<file path="src/rtl/fu_mult_pipe.sv">
// rtl/fu_mult_pipe.sv - pipelined integer multiply functional unit with CDB back-pressure
//
// Purpose:
//    Multiplies two WIDTH_P-bit operands in one of four modes and delivers the
//    selected WIDTH_P-bit half through a STAGES_P-deep pipe. The last entry
//    drives the ROB and register/CDB writeback structs. The CDB arbiter
//    back-pressures the unit through yumi_i, and a mispredict empties it in
//    one cycle.
//
// Ports:
//    clk_i         clock
//    reset_i       synchronous active-high reset
//    exe_v_i       issue valid
//    ready_o       unit can accept an issue this cycle (combinational in yumi_i)
//    mode_i        00 MUL low, 01 MULH s*s, 10 MULHU u*u, 11 MULHSU s*u
//    operand1_i    multiplicand
//    operand2_i    multiplier
//    rob_dest_i    ROB tag of the issue
//    reg_dest_i    physical destination tag of the issue
//    mult_rob_o    rob_wb_t  = {rob_dest}
//    mult_reg_o    reg_wb_t  = {w_v, cdb}, cdb = {valid, dest, result, flags}
//    yumi_i        CDB arbiter consumed the current output
//    mispredict_i  flush every in-flight op
//    inflight_o    number of valid pipeline entries

module fu_mult_pipe #(
   parameter int WORD_SIZE_P  = 32,
   parameter int WIDTH_P      = WORD_SIZE_P,
   parameter int STAGES_P     = 2,
   parameter int ROB_ENTRY    = 32,
   parameter int NUM_PHYS_REG = 64,
   parameter int ROB_IDX_W    = $clog2(ROB_ENTRY),
   parameter int REG_IDX_W    = $clog2(NUM_PHYS_REG),
   parameter int FLAGS_W      = 2,
   localparam int CDB_WIDTH    = 1 + REG_IDX_W + WIDTH_P + FLAGS_W,
   localparam int ROB_WB_WIDTH = ROB_IDX_W,
   localparam int REG_WB_WIDTH = 1 + CDB_WIDTH,
   localparam int CNT_W        = $clog2(STAGES_P + 1)
) (
   input  logic                    clk_i,
   input  logic                    reset_i,
   input  logic                    exe_v_i,
   output logic                    ready_o,
   input  logic [1:0]              mode_i,
   input  logic [WIDTH_P-1:0]      operand1_i,
   input  logic [WIDTH_P-1:0]      operand2_i,
   input  logic [ROB_IDX_W-1:0]    rob_dest_i,
   input  logic [REG_IDX_W-1:0]    reg_dest_i,
   output logic [ROB_WB_WIDTH-1:0] mult_rob_o,
   output logic [REG_WB_WIDTH-1:0] mult_reg_o,
   input  logic                    yumi_i,
   input  logic                    mispredict_i,
   output logic [CNT_W-1:0]        inflight_o
);

   localparam int LAST = STAGES_P - 1;

   localparam logic [1:0] MODE_MUL    = 2'b00;
   localparam logic [1:0] MODE_MULH   = 2'b01;
   localparam logic [1:0] MODE_MULHSU = 2'b11;

   typedef struct packed {
      logic                 valid;
      logic [REG_IDX_W-1:0] dest;
      logic [WIDTH_P-1:0]   result;
      logic [FLAGS_W-1:0]   flags;
   } cdb_t;

   typedef struct packed {
      logic w_v;
      cdb_t cdb;
   } reg_wb_t;

   typedef struct packed {
      logic [ROB_IDX_W-1:0] rob_dest;
   } rob_wb_t;

   if (STAGES_P < 1 || STAGES_P > 8) begin : g_bad_stages
      $error("fu_mult_pipe: STAGES_P must be in 1..8");
   end

   logic [STAGES_P-1:0]  v_q, v_d;
   logic [ROB_IDX_W-1:0] rob_q [STAGES_P];
   logic [REG_IDX_W-1:0] reg_q [STAGES_P];
   logic [WIDTH_P-1:0]   res_q [STAGES_P];
   logic [CNT_W-1:0]     inflight_q, inflight_d;

   logic                 stall;
   logic                 accept;
   logic                 op1_signed, op2_signed;
   logic [2*WIDTH_P-1:0] op1_ext, op2_ext, product;
   logic [WIDTH_P-1:0]   res_s0;

   // Global stall: the whole pipe freezes while the arbiter refuses the head.
   assign stall   = v_q[LAST] & ~yumi_i;
   assign ready_o = ~stall;
   assign accept  = exe_v_i & ready_o & ~mispredict_i;

   // Extending both operands to 2*WIDTH_P lets a single unsigned multiplier
   // serve every mode: the low 2*WIDTH_P bits of the product are exact.
   assign op1_signed = (mode_i == MODE_MULH) | (mode_i == MODE_MULHSU);
   assign op2_signed = (mode_i == MODE_MULH);
   assign op1_ext    = {{WIDTH_P{op1_signed & operand1_i[WIDTH_P-1]}}, operand1_i};
   assign op2_ext    = {{WIDTH_P{op2_signed & operand2_i[WIDTH_P-1]}}, operand2_i};
   assign product    = op1_ext * op2_ext;
   assign res_s0     = (mode_i == MODE_MUL) ? product[WIDTH_P-1:0]
                                            : product[2*WIDTH_P-1:WIDTH_P];

   always_comb begin
      v_d = v_q;
      if (!stall) begin
         v_d[0] = accept;
         for (int i = 1; i < STAGES_P; i++) begin
            v_d[i] = v_q[i-1];
         end
      end
      // Flush wins over everything, including a held head entry.
      if (mispredict_i) begin
         v_d = '0;
      end
   end

   always_comb begin
      inflight_d = '0;
      for (int i = 0; i < STAGES_P; i++) begin
         inflight_d = inflight_d + CNT_W'(v_d[i]);
      end
   end

   always_ff @(posedge clk_i) begin
      if (reset_i) begin
         v_q        <= '0;
         inflight_q <= '0;
         for (int i = 0; i < STAGES_P; i++) begin
            rob_q[i] <= '0;
            reg_q[i] <= '0;
            res_q[i] <= '0;
         end
      end else begin
         v_q        <= v_d;
         inflight_q <= inflight_d;
         // Payload moves with the pipe; a bubble still loads entry 0 because
         // only the valid bits carry meaning.
         if (!stall) begin
            rob_q[0] <= rob_dest_i;
            reg_q[0] <= reg_dest_i;
            res_q[0] <= res_s0;
            for (int i = 1; i < STAGES_P; i++) begin
               rob_q[i] <= rob_q[i-1];
               reg_q[i] <= reg_q[i-1];
               res_q[i] <= res_q[i-1];
            end
         end
      end
   end

   cdb_t    cdb;
   reg_wb_t reg_wb;
   rob_wb_t rob_wb;

   always_comb begin
      cdb.valid       = v_q[LAST];
      cdb.dest        = reg_q[LAST];
      cdb.result      = res_q[LAST];
      cdb.flags       = '0;
      reg_wb.cdb      = cdb;
      // Register file writes only when the arbiter actually takes the result.
      reg_wb.w_v      = v_q[LAST] & yumi_i;
      rob_wb.rob_dest = rob_q[LAST];
   end

   assign mult_reg_o = reg_wb;
   assign mult_rob_o = rob_wb;
   assign inflight_o = inflight_q;

   a_yumi_needs_valid : assert property (@(posedge clk_i) disable iff (reset_i)
                                         yumi_i |-> v_q[LAST])
      else $error("fu_mult_pipe: yumi_i asserted with no valid output");

endmodule

</file>
<file path="config.mk">
export PLATFORM = sky130hd
export DESIGN_NAME = fu_mult_pipe
export DESIGN_NICKNAME = d
export VERILOG_FILES = /design/src/rtl/fu_mult_pipe.sv
export SDC_FILE = /design/constraint.sdc
export NUM_CORES = 2
export LEC_CHECK = 0
export ABC_AREA = 0
export CAP_MARGIN = 20
export CORE_MARGIN = 1.5
export CORE_UTILIZATION = 50
export CTS_CLUSTER_DIAMETER = 150
export DETAILED_ROUTE_END_ITERATION = 6
export PLACE_DENSITY = 0.73
export REMOVE_ABC_BUFFERS = 1
export SLEW_MARGIN = 20
export SYNTH_ARGS = -nofsm -noshare
export SYNTH_HDL_FRONTEND = slang
export SYNTH_SLANG_ARGS = --single-unit
export TNS_END_PERCENT = 5
</file>
<file path="constraint.sdc">
create_clock -name clk_i -period 11.7 [get_ports clk_i]
set_clock_uncertainty 0.05 [all_clocks]
set_input_delay 1.17 -clock clk_i [delete_from_list [all_inputs] [get_ports clk_i]]
set_output_delay 1.17 -clock clk_i [all_outputs]
set_load 0.02 [all_outputs]
</file>
Yosys cells after proc, flatten, opt, wreduce, memory -nomap -nowiden. Memory sizes are Yosys's and may differ from the RTL's. Cells that the tools add are included.

Mux-type cells: 14. Eq/ne operators: 2. Multipliers: 1. Bitwise gates (word level): 16. $add $sub $neg: 1. Reductions and logical operators: 1.

Operators by type and width (number): $mux W32 (3); $mul A33 B33 Y64 (1); $mux W6 (2); $mux W5 (2); $or A1 B1 Y1 (7); $and A1 B1 Y1 (6); $mux W1 (5); $mux W2 (2); $not A1 Y1 (3); $add A1 B1 Y2 (1); $eq A2 B1 Y1 const B (1); $eq A2 B2 Y1 const B (1); $logic_not A2 Y1 (1).

Bits in writable memories: 86. Flip-flop bits (word level): 4. Output and inout bits: 50. Memories kept: 3. Logic and storage cells: 40.

Memories: res_q (depth 2, width 32, read ports 2, clocked after Yosys merged registers in 0, wr ports 2, line 85) `logic [WIDTH_P-1:0] res_q [STAGES_P];`; reg_q (depth 2, width 6, read ports 2, clocked after Yosys merged registers in 0, wr ports 2, line 84) `logic [REG_IDX_W-1:0] reg_q [STAGES_P];`; rob_q (depth 2, width 5, read ports 2, clocked after Yosys merged registers in 0, wr ports 2, line 83) `logic [ROB_IDX_W-1:0] rob_q [STAGES_P];`.

Depth between registers and ports, before layout.
Word-level depth: 8. Mapped depth: 30.

Worst setup path before layout. OpenSTA, ideal clock, no wires.

Path kind: input to register. Start: input operand1_i[31]. End: memory res_q[0][29] (netlist bit) (data pin). Stages: 26. Path slack: 2.779 ns. Required time: 11.492 ns. Path buffers: 3. Arrival: 8.713 ns. Path through: clkbuf_1 > and2_1 > clkbuf_1 > nand2_1 > inv_1 > fa_1 > fa_1 > fa_1 > fa_1 > inv_1 > fa_1 > fa_1 > fa_1 > fa_1 > inv_1 > ha_1 > clkbuf_1 > nand4_1 > or2_2 > nor2_1 > and4_1 > a32oi_1 > a21oi_2 > a31oi_1 > or4_1 > o211ai_1.

RTL lines: start: declaration (line 45) `input logic [WIDTH_P-1:0] operand1_i,`; end: declaration (line 85).

==> summary.md <==
| Metric | Value |
|---|---|
| Status | `finished with violations` |
| Failing checks | `design-rule violations` |
| Ant. Diodes | `0` |
| Pins Over Slew Limit | `0` |
| Req. time, crit path | `11.89 ns` |
| Core box area | `about 0.082 mm²` |
| Fill cells | `7296` |
| Number of buffers added on ports | `between 100 and 150` |
| Syn-to-layout area delta | `5.72%` |
| Critical Path AT | `10.24 ns` |
| Synthesized flop and latch total | `90` |
| Die area | `0.0854 mm²` |
| H-tree Lvls | `3` |
| Sequential-to-total area share from yosys stat | `0.0637` |
| Area of the mapped netlist | `0.0418 mm²` |
| Rows | `~110` |
| Critical path class | `in -> reg` |
| Grt total ovfl | `0` |
| Period utilization | `0.859` |
| Post-synth top cells | `1156 x inv_1, 1125 x fa_1, 822 x nand2_1, 331 x and2_1, 229 x clkbuf_1` |
| 1st-iter DRT viols | `between 1.5k and 2k` |
| Worst Path Max Fanout | `20` |
| Relative slew slack | `0.227` |
| Synth area leaders | `fa_1 54%, inv_1 10%, nand2_1 7.4%` |
| Max-Cap Viols | `0` |
| Worst skew pair latency | `0.38 ns` |
| Final estimated routing congestion in global placement | `0.959` |
| CP delay by family, top | `adder cells` |
| Startpoint types | `primary input` |
| FMAX | `between 90 and 100 MHz` |
| CTS buffer count | `9` |
| Post-synth ARST share | `0` |
| Most frequent cell after synthesis | `inv_1` |
| Hold slack | `approximately 0.47 ns` |
| Synth top area share | `0.539` |
| Post-route antenna net violation count | `0` |
| Mapped Cells | `4523` |
| Post-synth EDFFs | `86` |
| First-pass GRT wire length | `178000 µm` |
| DIE HEIGHT | `292 µm` |
| Post-synth top area cell | `fa_1` |
| Yosys warnings | `0` |
| Vias per std cell | `5.39` |
| Predominant post-synthesis flop cell | `edfxtp_1` |
| Hold WC Path Type | `reg -> reg` |
| Nets@finish | `5895` |
| Initial Util | `0.508` |
| Vias in the first global route | `33.1k` |
| Sum of negative setup slack | `0 ns` |
| Clock Sinks | `90` |
| Most used cell, CP | `fa_1` |
| Die Width | `292 µm` |
| Pre-antenna DRT Iters | `7` |
| Total GRT Usage | `0.269` |
| Mean Syn Cell Area | `9.24 µm²` |
| Routed WL | `around 110000 µm` |
| Routed via count | `29.9k` |
| Clock transition at the registers of the reported paths | `0.07 ns` |
| Post-cts sizing count | `0` |
| Wire length per cell | `~19 µm` |
| Final setup fails | `0` |
| Area of the multi-input gates | `approximately 0.034 mm²` |
| Largest net degree at the start of global routing | `61` |
| WP buf/inv | `7` |
| Storage element area | `approximately 0.0027 mm²` |
| Cts hold-fix bufs | `0` |
| Hpwl dp | `94300 µm` |
| Share of layout cells above drive strength 1 | `0.0308` |
| Postcts setup bufs | `0` |
| Count of boundary I/O pins | `between 100 and 150` |
| Actual slew at the worst max-slew pin | `around 1.2 ns` |
| CTS tree | `built` |
| Crit path time final | `10.05 ns` |
| Crit end category | `flop` |
| Antenna violations before repair | `4` |
| Slowest Stage Delay on Critical Path | `1.18 ns` |
| RSZ-0062 raised after global routing | `false` |
| Clock buffer depth | `2` |
| Final hold vios | `0` |
| Distinct cells, synth | `64` |
| CTS Root Cell | `clkbuf_16` |
| CP max stage cell | `clkdlybuf4s50_1` |
| DRC Markers | `8` |
==> sequential cells by signal, indices dropped and copies added (netlist names) <==
name,flops
inflight_o,2
res_q,64
reg_q,12
v_q,2
rob_q,10
==> metrics by stage <==
step / worst slack (ns) / utilization / area (µm²) / cells
floorplan: 3.15 / - / 40600 / 4244
global route: 1.26 / 0.537 / 44200 / 5550
finish: 1.65 / 0.537 / 44200 / 5550
detailed placement: 1.49 / 0.533 / 43900 / 5534
global placement: 1.49 / 0.533 / 43900 / 5534
CTS: 1.85 / 0.537 / 44200 / 5550
==> kinds of logic after synthesis <==
group	synth area share
AO/OA/AOI/OAI	0.0387
XOR/XNOR	0.0147
adder cells (fa/ha/maj)	0.602
buffers and inverters	0.133
flip-flops	0.0637
multiplexers	0.000239
other	0.0000897
AND/OR/NAND/NOR	0.147
==> worst register-to-register path: stages, from the launching register on <==
cell	delay, ns
dfxtp_1	0.33
nor2b_1	0.61
or2_2	0.57
nor2_1	0.16
and3_1	0.17
a21oi_1	0.13
o221ai_1	0.13
a31o_1	0.21
==> final timing paths <==
| path | start | endpoint | slack [ns] | depth (start not counted) |
|---|---|---|---|---|
| worst max-delay path | operand2_i[9] | res_q[0][30]$_SDFFCE_PN0P_ | 1.65 | 26 |
| worst min-delay path | res_q[0][23]$_SDFFCE_PN0P_ | res_q[0][55]$_SDFFCE_PN0P_ | 0.47 | 1 |
| worst max register to register | v_q[1]$_SDFF_PP0_ | res_q[0][31]$_SDFFCE_PN0P_ | 9.09 | 7 |
| worst min register to register | res_q[0][23]$_SDFFCE_PN0P_ | res_q[0][55]$_SDFFCE_PN0P_ | 0.47 | 1 |
==> per-layer routing <==
| metal | global-route usage | up-vias | routed length, µm |
|---|---|---|---|
| met5 | 0 | - | 17 |
| met4 | 0.0833 | 2 | 3340 |
| met2 | 0.461 | 1172 | 54100 |
| met3 | 0.0400 | 243 | 7560 |
| li1 | - | 12836 | - |
| met1 | 0.352 | 15649 | 43100 |
==> cell type report <==
cell class,instances,share of cell area
flip-flops and latches,90,0.0602
repair buffers,220,0.0442
clock inverters,6,0.00175
well taps,1070,0.0303
inverters,1156,0.0982
clock buffers,10,0.00541
multi-input cells,2998,0.760
==> cells in the final DEF (no fill, tap or decap), drive strengths merged, types with 4 or more instances in the layout <==
master	instances
a211o	4
a211oi	18
a21boi	6
a21o	37
a21oi	77
a31oi	12
and2	332
and3	35
and4	6
buf	95
clkbuf	10
clkdlybuf4s50	125
dfxtp	4
edfxtp	86
fa	1125
ha	213
inv	1160
nand2	822
nand2b	8
nand3	13
nand4	17
nor2	64
nor2b	8
nor3	13
o211ai	6
o21ai	43
o21bai	9
o22ai	9
o31ai	4
or2	13
xnor2	48
xor2	22
Power is not shown: default switching activity piles up to over one toggle a cycle in this logic, so the estimate is an artifact.
